<file path="src/rtl/interlaken_pkg.sv">
// Shared constants and types for the Interlaken 64B/67B TX encoder.
package interlaken_pkg;

  localparam int PAYLOAD_W = 64;
  localparam int HDR_W     = 2;
  localparam int ENC_W     = 67;
  localparam int SLOT_W    = 80;
  localparam int SLOT_PAD  = 13;
  localparam int PT_PAD    = 16;
  localparam int POP_W     = 7;
  localparam int DISP_W    = 10;

  // Signed disparity of a single 67-bit candidate word (range -67..+67).
  typedef logic signed [DISP_W-1:0] disp_t;

  localparam logic [HDR_W-1:0] DATA_HDR = 2'b01;
  localparam logic [HDR_W-1:0] CTRL_HDR = 2'b10;

  // Number of ones in a 64-bit payload (0..64).
  function automatic logic [POP_W-1:0] popcount64(input logic [PAYLOAD_W-1:0] v);
    logic [POP_W-1:0] c;
    c = '0;
    for (int i = 0; i < PAYLOAD_W; i++) c = c + POP_W'(v[i]);
    return c;
  endfunction

endpackage

</file>
<file path="src/rtl/encode_64b67b_lane_core.sv">
// Combinational 64B/67B encode decision for one lane: picks the plain or
// inverted candidate that keeps the running disparity closest to zero,
// or passes the payload straight through with RD cleared.
module encode_64b67b_lane_core
  import interlaken_pkg::*;
#(
  parameter int RD_W = 9
) (
  input  logic [POP_W-1:0]        popcnt_i,
  input  logic [HDR_W-1:0]        hdr_i,
  input  logic [PAYLOAD_W-1:0]    data_i,
  input  logic signed [RD_W-1:0]  rd_i,
  input  logic                    pass_i,
  output logic [SLOT_W-1:0]       slot_o,
  output logic signed [RD_W-1:0]  rd_next_o
);

  // Arithmetic width wide enough for RD plus one word's disparity.
  localparam int CW = (RD_W + 1 > DISP_W) ? RD_W + 1 : DISP_W;
  typedef logic signed [CW-1:0] acc_t;

  localparam acc_t ENC_BITS = acc_t'(ENC_W);
  localparam acc_t W1_FIXED = acc_t'(1 + PAYLOAD_W);

  acc_t pop_s, hdr_s, rd_s;
  acc_t d0, d1, sum0, sum1, abs0, abs1;
  logic inv;

  // Disparity of both candidates and the resulting |RD| for each.
  always_comb begin
    pop_s = acc_t'(popcnt_i);
    hdr_s = acc_t'({1'b0, hdr_i[1]} + {1'b0, hdr_i[0]});
    rd_s  = acc_t'(rd_i);
    // W0 = {0,H,D}: ones = ph + p.  W1 = {1,H,~D}: ones = 1 + ph + 64 - p.
    d0    = ((hdr_s + pop_s) <<< 1) - ENC_BITS;
    d1    = ((W1_FIXED + hdr_s - pop_s) <<< 1) - ENC_BITS;
    sum0  = rd_s + d0;
    sum1  = rd_s + d1;
    abs0  = sum0[CW-1] ? -sum0 : sum0;
    abs1  = sum1[CW-1] ? -sum1 : sum1;
    // Strictly smaller magnitude wins; a tie keeps the uninverted word.
    inv   = (abs1 < abs0);
  end

  // Slot formatting and next running disparity.
  always_comb begin
    slot_o    = '0;
    rd_next_o = '0;
    if (pass_i) begin
      slot_o    = {{PT_PAD{1'b0}}, data_i};
      rd_next_o = '0;
    end else begin
      slot_o    = {{SLOT_PAD{1'b0}}, inv, hdr_i, (inv ? ~data_i : data_i)};
      rd_next_o = inv ? RD_W'(sum1) : RD_W'(sum0);
    end
  end

endmodule

</file>
<file path="src/rtl/encode_64b67b_lanes.sv">
// Multi-lane 64B/67B encoder with a 2-stage valid/ready pipeline.
// S1 registers the input group plus per-lane popcount; S2 applies the
// encode decision and holds the output slot and per-lane running disparity.
// Optional feature macro: ENCODE_DISP_MONITOR_EN adds a sticky DISP_ERR flag
// per lane when |RD| exceeds RD_LIMIT after an update.
//
// Handshake: a word transfers on a clock edge where VALID && READY. A source
// holds VALID and its data stable until it transfers; READY may depend
// combinationally on the downstream READY. OUT_VALID && !OUT_READY keeps
// DATA_OUT and RD_OUT unchanged.
module encode_64b67b_lanes
  import interlaken_pkg::*;
#(
  parameter int LANES    = 1,
  parameter int RD_W     = 9,
  parameter int RD_LIMIT = 72
) (
  input  logic                        USER_CLK,
  input  logic                        SYSTEM_RESET,
  input  logic                        PASSTHROUGH,
  input  logic                        IN_VALID,
  output logic                        IN_READY,
  input  logic [LANES*PAYLOAD_W-1:0]  DATA_IN,
  input  logic [LANES*HDR_W-1:0]      HEADER_IN,
  output logic                        OUT_VALID,
  input  logic                        OUT_READY,
  output logic [LANES*SLOT_W-1:0]     DATA_OUT,
  output logic [LANES*RD_W-1:0]       RD_OUT
`ifdef ENCODE_DISP_MONITOR_EN
  ,
  output logic [LANES-1:0]            DISP_ERR
`endif
);

  if (RD_W < 8 || RD_LIMIT < 0) begin : g_param_check
    $error("encode_64b67b_lanes: RD_W must be >= 8 and RD_LIMIT >= 0");
  end

  logic                        s1_valid_q, s1_valid_d;
  logic [LANES*PAYLOAD_W-1:0]  s1_data_q, s1_data_d;
  logic [LANES*HDR_W-1:0]      s1_hdr_q, s1_hdr_d;
  logic                        s1_pass_q, s1_pass_d;
  logic [LANES*POP_W-1:0]      s1_pop_q, s1_pop_d;

  logic                        out_valid_q, out_valid_d;
  logic [LANES*SLOT_W-1:0]     data_out_q, data_out_d;
  logic [LANES*RD_W-1:0]       rd_q, rd_d;

  logic                        s2_load, s1_load, in_ready;
  logic [LANES*POP_W-1:0]      pop_in;
  logic [LANES*SLOT_W-1:0]     slot_w;
  logic [LANES*RD_W-1:0]       rd_next_w;

  for (genvar l = 0; l < LANES; l++) begin : g_lane
    assign pop_in[l*POP_W +: POP_W] = popcount64(DATA_IN[l*PAYLOAD_W +: PAYLOAD_W]);

    encode_64b67b_lane_core #(
      .RD_W (RD_W)
    ) u_core (
      .popcnt_i  (s1_pop_q[l*POP_W +: POP_W]),
      .hdr_i     (s1_hdr_q[l*HDR_W +: HDR_W]),
      .data_i    (s1_data_q[l*PAYLOAD_W +: PAYLOAD_W]),
      .rd_i      (rd_q[l*RD_W +: RD_W]),
      .pass_i    (s1_pass_q),
      .slot_o    (slot_w[l*SLOT_W +: SLOT_W]),
      .rd_next_o (rd_next_w[l*RD_W +: RD_W])
    );
  end

  // Stage advance conditions: S2 moves when its slot is free or draining.
  always_comb begin
    s2_load  = s1_valid_q && (!out_valid_q || OUT_READY);
    in_ready = !s1_valid_q || s2_load;
    s1_load  = IN_VALID && in_ready;
  end

  // S1 next state: capture the input group and its popcounts.
  always_comb begin
    s1_valid_d = s1_valid_q;
    s1_data_d  = s1_data_q;
    s1_hdr_d   = s1_hdr_q;
    s1_pass_d  = s1_pass_q;
    s1_pop_d   = s1_pop_q;
    if (in_ready) s1_valid_d = IN_VALID;
    if (s1_load) begin
      s1_data_d = DATA_IN;
      s1_hdr_d  = HEADER_IN;
      s1_pass_d = PASSTHROUGH;
      s1_pop_d  = pop_in;
    end
  end

  // S2 next state: output slot and RD change only on an S2 load.
  always_comb begin
    out_valid_d = out_valid_q;
    data_out_d  = data_out_q;
    rd_d        = rd_q;
    if (!out_valid_q || OUT_READY) out_valid_d = s1_valid_q;
    if (s2_load) begin
      data_out_d = slot_w;
      rd_d       = rd_next_w;
    end
  end

  // Pipeline registers.
  always_ff @(posedge USER_CLK or posedge SYSTEM_RESET) begin
    if (SYSTEM_RESET) begin
      s1_valid_q  <= 1'b0;
      s1_data_q   <= '0;
      s1_hdr_q    <= '0;
      s1_pass_q   <= 1'b0;
      s1_pop_q    <= '0;
      out_valid_q <= 1'b0;
      data_out_q  <= '0;
      rd_q        <= '0;
    end else begin
      s1_valid_q  <= s1_valid_d;
      s1_data_q   <= s1_data_d;
      s1_hdr_q    <= s1_hdr_d;
      s1_pass_q   <= s1_pass_d;
      s1_pop_q    <= s1_pop_d;
      out_valid_q <= out_valid_d;
      data_out_q  <= data_out_d;
      rd_q        <= rd_d;
    end
  end

`ifdef ENCODE_DISP_MONITOR_EN
  logic [LANES-1:0] disp_err_q, disp_err_d;

  // Sticky per-lane flag when the updated |RD| exceeds the limit.
  always_comb begin
    int mag;
    disp_err_d = disp_err_q;
    mag        = 0;
    if (s2_load) begin
      for (int l = 0; l < LANES; l++) begin
        mag = int'($signed(rd_next_w[l*RD_W +: RD_W]));
        if (mag < 0) mag = -mag;
        if (s1_pass_q) disp_err_d[l] = 1'b0;
        else if (mag > RD_LIMIT) disp_err_d[l] = 1'b1;
      end
    end
  end

  // Monitor flag register.
  always_ff @(posedge USER_CLK or posedge SYSTEM_RESET) begin
    if (SYSTEM_RESET) disp_err_q <= '0;
    else              disp_err_q <= disp_err_d;
  end

  assign DISP_ERR = disp_err_q;
`endif

  assign IN_READY  = in_ready;
  assign OUT_VALID = out_valid_q;
  assign DATA_OUT  = data_out_q;
  assign RD_OUT    = rd_q;

endmodule

</file>
<file path="config.mk">
export PLATFORM = sky130hd
export DESIGN_NAME = encode_64b67b_lanes
export DESIGN_NICKNAME = d
export VERILOG_FILES = /design/src/rtl/interlaken_pkg.sv /design/src/rtl/encode_64b67b_lane_core.sv /design/src/rtl/encode_64b67b_lanes.sv
export SDC_FILE = /design/constraint.sdc
export NUM_CORES = 1
export LEC_CHECK = 0
export ABC_AREA = 1
export BUFFER_PORTS_ARGS = -buffer_cell sky130_fd_sc_hd__buf_2
export CAP_MARGIN = 0
export CORE_MARGIN = 2
export CORE_UTILIZATION = 30
export CTS_CLUSTER_DIAMETER = 200
export DETAILED_ROUTE_END_ITERATION = 10
export PLACE_DENSITY_LB_ADDON = 0.3
export SETUP_SLACK_MARGIN = 0.05
export SYNTH_ARGS = -nofsm -noshare
export SYNTH_HDL_FRONTEND = slang
export SYNTH_SLANG_ARGS = --single-unit
</file>
<file path="constraint.sdc">
create_clock -name USER_CLK -period 6.2 [get_ports USER_CLK]
set_input_delay 0 -clock USER_CLK [delete_from_list [all_inputs] [get_ports USER_CLK]]
set_output_delay 0 -clock USER_CLK [all_outputs]
set_load 0.02 [all_outputs]
</file>
# After elaboration in Yosys (flattened, before gate mapping)
# Cells that the tools add are included.
totals:
  elab_cells: 95
  output_inout_bits: 91
  register_bits: 165
  in_bits: 71
classes:
  magnitude_cmp: 1
  bitwise: 1
  muxes: 6
  addsub: 73
  reduce_logical: 6
op_table:
  columns: ["op", "count"]
  rows:
  - ["$add 7x1->7", 57]
  - ["$mux 67", 1]
  - ["$mux 64", 1]
  - ["$not 64->64", 1]
  - ["$add 9x10->10", 2]
  - ["$mux 10", 2]
  - ["$neg 10->10", 2]
  - ["$sub 10x8->10 const B", 2]
  - ["$mux 9", 2]
  - ["$lt 10x10->1", 1]
  - ["$add 8x9->9 const A", 1]
  - ["$add 9x8->9", 1]
  - ["$sub 9x8->9", 1]
  - ["$add 6x1->7", 1]
  - ["$add 5x1->6", 1]
  - ["$add 4x1->5", 1]
  - ["$add 1x1->2", 2]
  - ["$add 3x1->4", 1]
  - ["$add 2x1->3", 1]
  - ["$logic_and 1x1->1", 2]
  - ["$logic_not 1->1", 2]
  - ["$logic_or 1x1->1", 2]

# Longest topological paths before layout
logic_depth:
  ltp_word: 63
  depth_mapped: 38
  depth_no_buf: 36

# By module
# A second synthesis with hierarchy kept.
unflattened:
  cells_unflattened: 1296
  hier_area_um2: 11409.7
by_module_without_submodules:
  columns: ["module", "seq_area_each_um2", "cells_per_inst", "instances", "area_each_um2"]
  rows:
  - ["encode_64b67b_lanes", 4129.0, 656, 1, 7848.8]
  - ["encode_64b67b_lane_core", 0.0, 640, 1, 3560.9]

# Worst setup path before layout
# OpenSTA, ideal clock, no wires.
synth_timing:
  path_type: "input -> register"
  startpoint: "in DATA_IN[35]"
  endpoint: "reg s1_pop_q[5]"
  path_buffers: 0
  setup_slack_ns: 0.922
  setup_ns: 0.118
  cell_stages: 21
  t_required_ns: 6.082
  arrival_ns: 5.161
  cell_sequence: "fa_1 -> inv_1 -> fa_1 -> fa_1 -> fa_1 -> inv_1 -> fa_1 -> inv_1 -> fa_1 -> fa_1 -> fa_1 -> inv_1 -> ha_1 -> nand3_1 -> nand3_1 -> nand2_1 -> nand2_1 -> a21oi_1 -> or2_2 -> nand3_1 -> nand2_1"
synth_via:
  elab_chain_cells: 29
synth_rtl:
  columns: ["item", "line", "source"]
  rows:
  - ["start: declaration", "encode_64b67b_lanes.sv:23", "input logic [LANES*PAYLOAD_W-1:0] DATA_IN,"]
  - ["$add 7x1->7 (29 in series)", "interlaken_pkg.sv:23", "for (int i = 0; i < PAYLOAD_W; i++) c = c + POP_W'(v[i]);"]
  - ["end signal: assignment", "encode_64b67b_lanes.sv:121", "s1_pop_q <= s1_pop_d;"]
  - ["end: declaration", "encode_64b67b_lanes.sv:43", "logic [LANES*POP_W-1:0] s1_pop_q, s1_pop_d;"]
# Every way passes these cells.
# A chain may end at the register's enable or synchronous reset.

# Final worst setup path
layout_timing:
  startpoint: "reg s1_hdr_q[0]"
  endpoint: "reg data_out_q[44] (netlist: DATA_OUT[44])"
layout_via:
  elab_chain_cells: 10
  word_cells_on_any_way: 15
  classes_between: "10 x add/sub; 1 x order compare; 4 x mux"
layout_rtl:
  columns: ["item", "line", "source"]
  rows:
  - ["start: declaration", "encode_64b67b_lanes.sv:41", "logic [LANES*HDR_W-1:0] s1_hdr_q, s1_hdr_d;"]
  - ["start signal: assignment", "encode_64b67b_lanes.sv:119", "s1_hdr_q <= s1_hdr_d;"]
  - ["$add 1x1->2 *", "encode_64b67b_lane_core.sv:32", "hdr_s = acc_t'({1'b0, hdr_i[1]} + {1'b0, hdr_i[0]});"]
  - ["$add 8x9->9", "encode_64b67b_lane_core.sv:36", "d1 = ((W1_FIXED + hdr_s - pop_s) <<< 1) - ENC_BITS;"]
  - ["$sub 9x8->9", "encode_64b67b_lane_core.sv:36", null]
  - ["$sub 10x8->10", "encode_64b67b_lane_core.sv:36", null]
  - ["$add 9x10->10", "encode_64b67b_lane_core.sv:38", "sum1 = rd_s + d1;"]
  - ["$neg 10->10", "encode_64b67b_lane_core.sv:40", "abs1 = sum1[CW-1] ? -sum1 : sum1;"]
  - ["$mux 10", "encode_64b67b_lane_core.sv:40", null]
  - ["$lt 10x10->1 *", "encode_64b67b_lane_core.sv:42", "inv = (abs1 < abs0);"]
  - ["$mux 64 *", "encode_64b67b_lane_core.sv:53", "slot_o = {{SLOT_PAD{1'b0}}, inv, hdr_i, (inv ? ~data_i : data_i)};"]
  - ["$mux 67 *", "encode_64b67b_lane_core.sv:49", "if (pass_i) begin"]
  - ["end signal: assignment", "encode_64b67b_lanes.sv:123", "data_out_q <= data_out_d;"]
  - ["end: declaration", "encode_64b67b_lanes.sv:46", "logic [LANES*SLOT_W-1:0] data_out_q, data_out_d;"]
# Mark *: on every way between the ends. The rest lies on a longest branch, timed or not.

==> impl_metrics.py <==
metrics = {
    "logic_synthesis": {
        "synth_mux_area_share_pct": 0,
        "synthXorXnorAreaFrac_pct": 1.67,
        "synth.avg_cell_area_um2": 7.86,
        "synth_top_family_by_area": "simple AND/OR/NAND/NOR gates",
        "synth_area_um2": 10500,
        "synth_cell_types": 37,
        "syn_inst": 1336,
        "synth_fa_ha_area_share_pct": 18.6,
        "ys_warn_count": 0,
        "synthSimpleGateAreaFrac_pct": 25.3,
        "synth-compound-area-share_pct": 7.18,
        "synth_seq_cells": 152,
        "yosysSeqAreaShare_pct": 36.2,
    },
    "final_layout": {
        "fillers": 3580,
        "final_nets": 1726,
        "layout_commonest_cell": "nand2_1",
        "drive_gt1_share_pct": 15.9,
        "mostFrequentLayoutCells": "495 x nand2_1, 208 x inv_1, 152 x dfrtp_1, 148 x buf_2, 99 x nand3_1",
        "num_antenna_cells": 0,
        "area_growth_pct": 22.9,
        "register_area_um2": 3800,
        "multi_input_area_um2": 5590,
    },
    "setup_path": {
        "cp.arrival_ns": 6.11,
        "cp.required_ns": 6.57,
        "reg2reg_from": "s1_hdr_q[0]",
        "cp_max_fo": 66,
        "worstSetupStartpoint": "s1_hdr_q[0]",
        "cpMostUsedCell": "ha_1",
        "start_kind": "flip-flop",
        "cp_slowest_cell": "fa_1",
        "crit_type": "reg -> reg",
        "end_kind": "flip-flop",
        "slowest_delay_ns": 0.41,
    },
    "global_route": {
        "grt_max_degree": 93,
        "first_global_vias": 8646,
        "grt_usage_pct": 16.2,
        "grt_pass1_wl_um": 46300,
        "grt_overflow": 0,
        "antenna_found_initial": 0,
    },
    "timing": {
        "slew_headroom_pct": 38.1,
        "hold_viol_final": 0,
        "max_freq_mhz": 174,
        "tns_ns": 0,
        "rsz0062_at_grt": "false",
        "drv_slew": 0,
        "setup_viol": 0,
        "setup_ws_ns": 0.454,
        "holdWs_ns": 0.192,
        "worst_slew_pin_slew_ns": 0.929,
        "finalCritPeriodShare_pct": 92.7,
        "skew_ns": 0.0129,
        "post-route-min-period_ns": 5.75,
    },
    "die": {
        "core_area_um2": 34500,
        "boundaryPins": 162,
        "rows": 68,
        "die_y_um": 191,
        "die-area_um2": 36500,
        "fp.dieW_um": 191,
        "start_util_pct": 30.4,
    },
    "clocking": {
        "htree_levels": 4,
        "clkSinkCount": 152,
        "worst_setup_hold_path_clk_slew_ns": 0.07,
        "cts_buffers": 17,
        "post_cts_resized": 0,
        "clock_latency_ns": 0.44,
        "cts_tree": "done",
        "cts_buffer_depth": 2,
        "cts-root-buf": "clkbuf_16",
    },
    "detailed_routing": {
        "ant_nets": 0,
        "dr.pass1.iters": 5,
        "wl_met1_um": 13600,
        "drt-total-wl_um": 28700,
        "drc": 0,
        "wl_met3_um": 1200,
        "drt-initial-drc-count": 353,
        "detail_route.wl_per_cell_um": 14.3,
        "via_per_inst": 4.40,
        "wl_met2_um": 13400,
        "top_layer": "met4",
        "vias": 8806,
    },
    "placement": {
        "place_congestion": 0.822,
        "hpwl_um": 21100,
        "portBuffers": 148,
        "place_ws_ns": 0.482,
    },
    "hold_path": {
        "hold_class": "in -> reg",
        "min_from": "IN_VALID",
    },
    "status": {
        "status": "finished, final reports clean",
    },
    "flow_run": {
        "maxCapViolCount": 0,
    },
}
critical path, delay by kind of cell, from the launching register on:
kind	cells	cell delay (ns)
buffers and inverters	5	0.53
AOI/OAI and AO/OA	2	0.33
adders and majority gates	7	2.17
xor gates and xnor gates	1	0.19
DFF	1	0.38
and+or+nand+nor	15	1.97
synthesized netlist by cell type, drive strengths merged:
master / count / area share [%]
buf: 41 / 2.7
clkbuf: 22 / 0.79
fa: 58 / 11
nand2: 501 / 18
nand4: 6 / 0.42
a22o: 2 / 0.17
xor2: 17 / 1.4
o21bai: 1 / 0.071
a21oi: 17 / 0.85
nor3: 4 / 0.24
a22oi: 1 / 0.071
dfrtp: 152 / 36
or2: 4 / 0.24
nand3b: 7 / 0.50
o21ai: 96 / 5.8
inv: 212 / 7.6
o22ai: 1 / 0.060
and2: 1 / 0.060
nor2: 22 / 0.81
conb: 1 / 0.036
ha: 63 / 7.5
nand3: 101 / 4.9
o21a: 3 / 0.21
xnor2: 3 / 0.25
area by class of cell:
type	count	share of cell area, %
Tap cell	455	4.41
Clock inverter	15	1.44
Sequential cell	152	29.5
Timing Repair Buffer	230	11.9
Clock buffer	17	3.29
Multi-Input combinational cell	921	43.3
Inverter	212	6.20
per-layer routing:
| metal | global-route usage [%] | up-vias |
|---|---|---|
| li1 | - | 4470 |
| met1 | 21.7 | 4123 |
| met2 | 26.2 | 182 |
| met3 | 3.65 | 31 |
| met4 | 4.50 | 0 |
| met5 | 0 | - |
path summary, 6_finish.rpt:
check | to | slack [ns] | cells after the start
worst min register to register | DATA_OUT[22] | 0.48 | 2
min in group asynchronous | s1_hdr_q[0] | 0.26 | 3
worst max-delay path | DATA_OUT[44] | 0.45 | 30
max in group asynchronous | DATA_OUT[19] | 4.57 | 4
worst min-delay path | s1_valid_q | 0.19 | 4
worst max register to register | DATA_OUT[44] | 0.45 | 30
registers in the layout, indices dropped and copies added (netlist names):
register	count
s1_valid_q	1
OUT_VALID	1
s1_data_q	64
DATA_OUT	67
s1_hdr_q	2
RD_OUT	9
s1_pop_q	7
s1_pass_q	1
cell families (layout without fill, tap and decap cells):
kind of cell,count (synthesis),after routing
AO/OA/AOI/OAI,121,121
other,1,13
AND/OR/NAND/NOR,646,646
adder cells (fa/ha/maj),121,121
buffers and inverters,275,474
XOR/XNOR,20,20
flip-flops,152,152
what timing repair did:
action,4_1_cts,5_1_grt
setup buffers,0,0
hold endpoints to repair,161,0
hold buffers,69,0
through the flow:
step | util [%] | instance area (um^2) | instances
6_report | 37.4 | 12900 | 2002
5_1_grt | 37.4 | 12900 | 2002
4_1_cts | 37.4 | 12900 | 2002
3_5_place_dp | 33.6 | 11600 | 1901
3_3_place_gp | 33.6 | 11600 | 1901
2_1_floorplan | - | 10600 | 1348
Power is not shown: default switching activity piles up to over one toggle a cycle in this logic, so the estimate is an artifact.
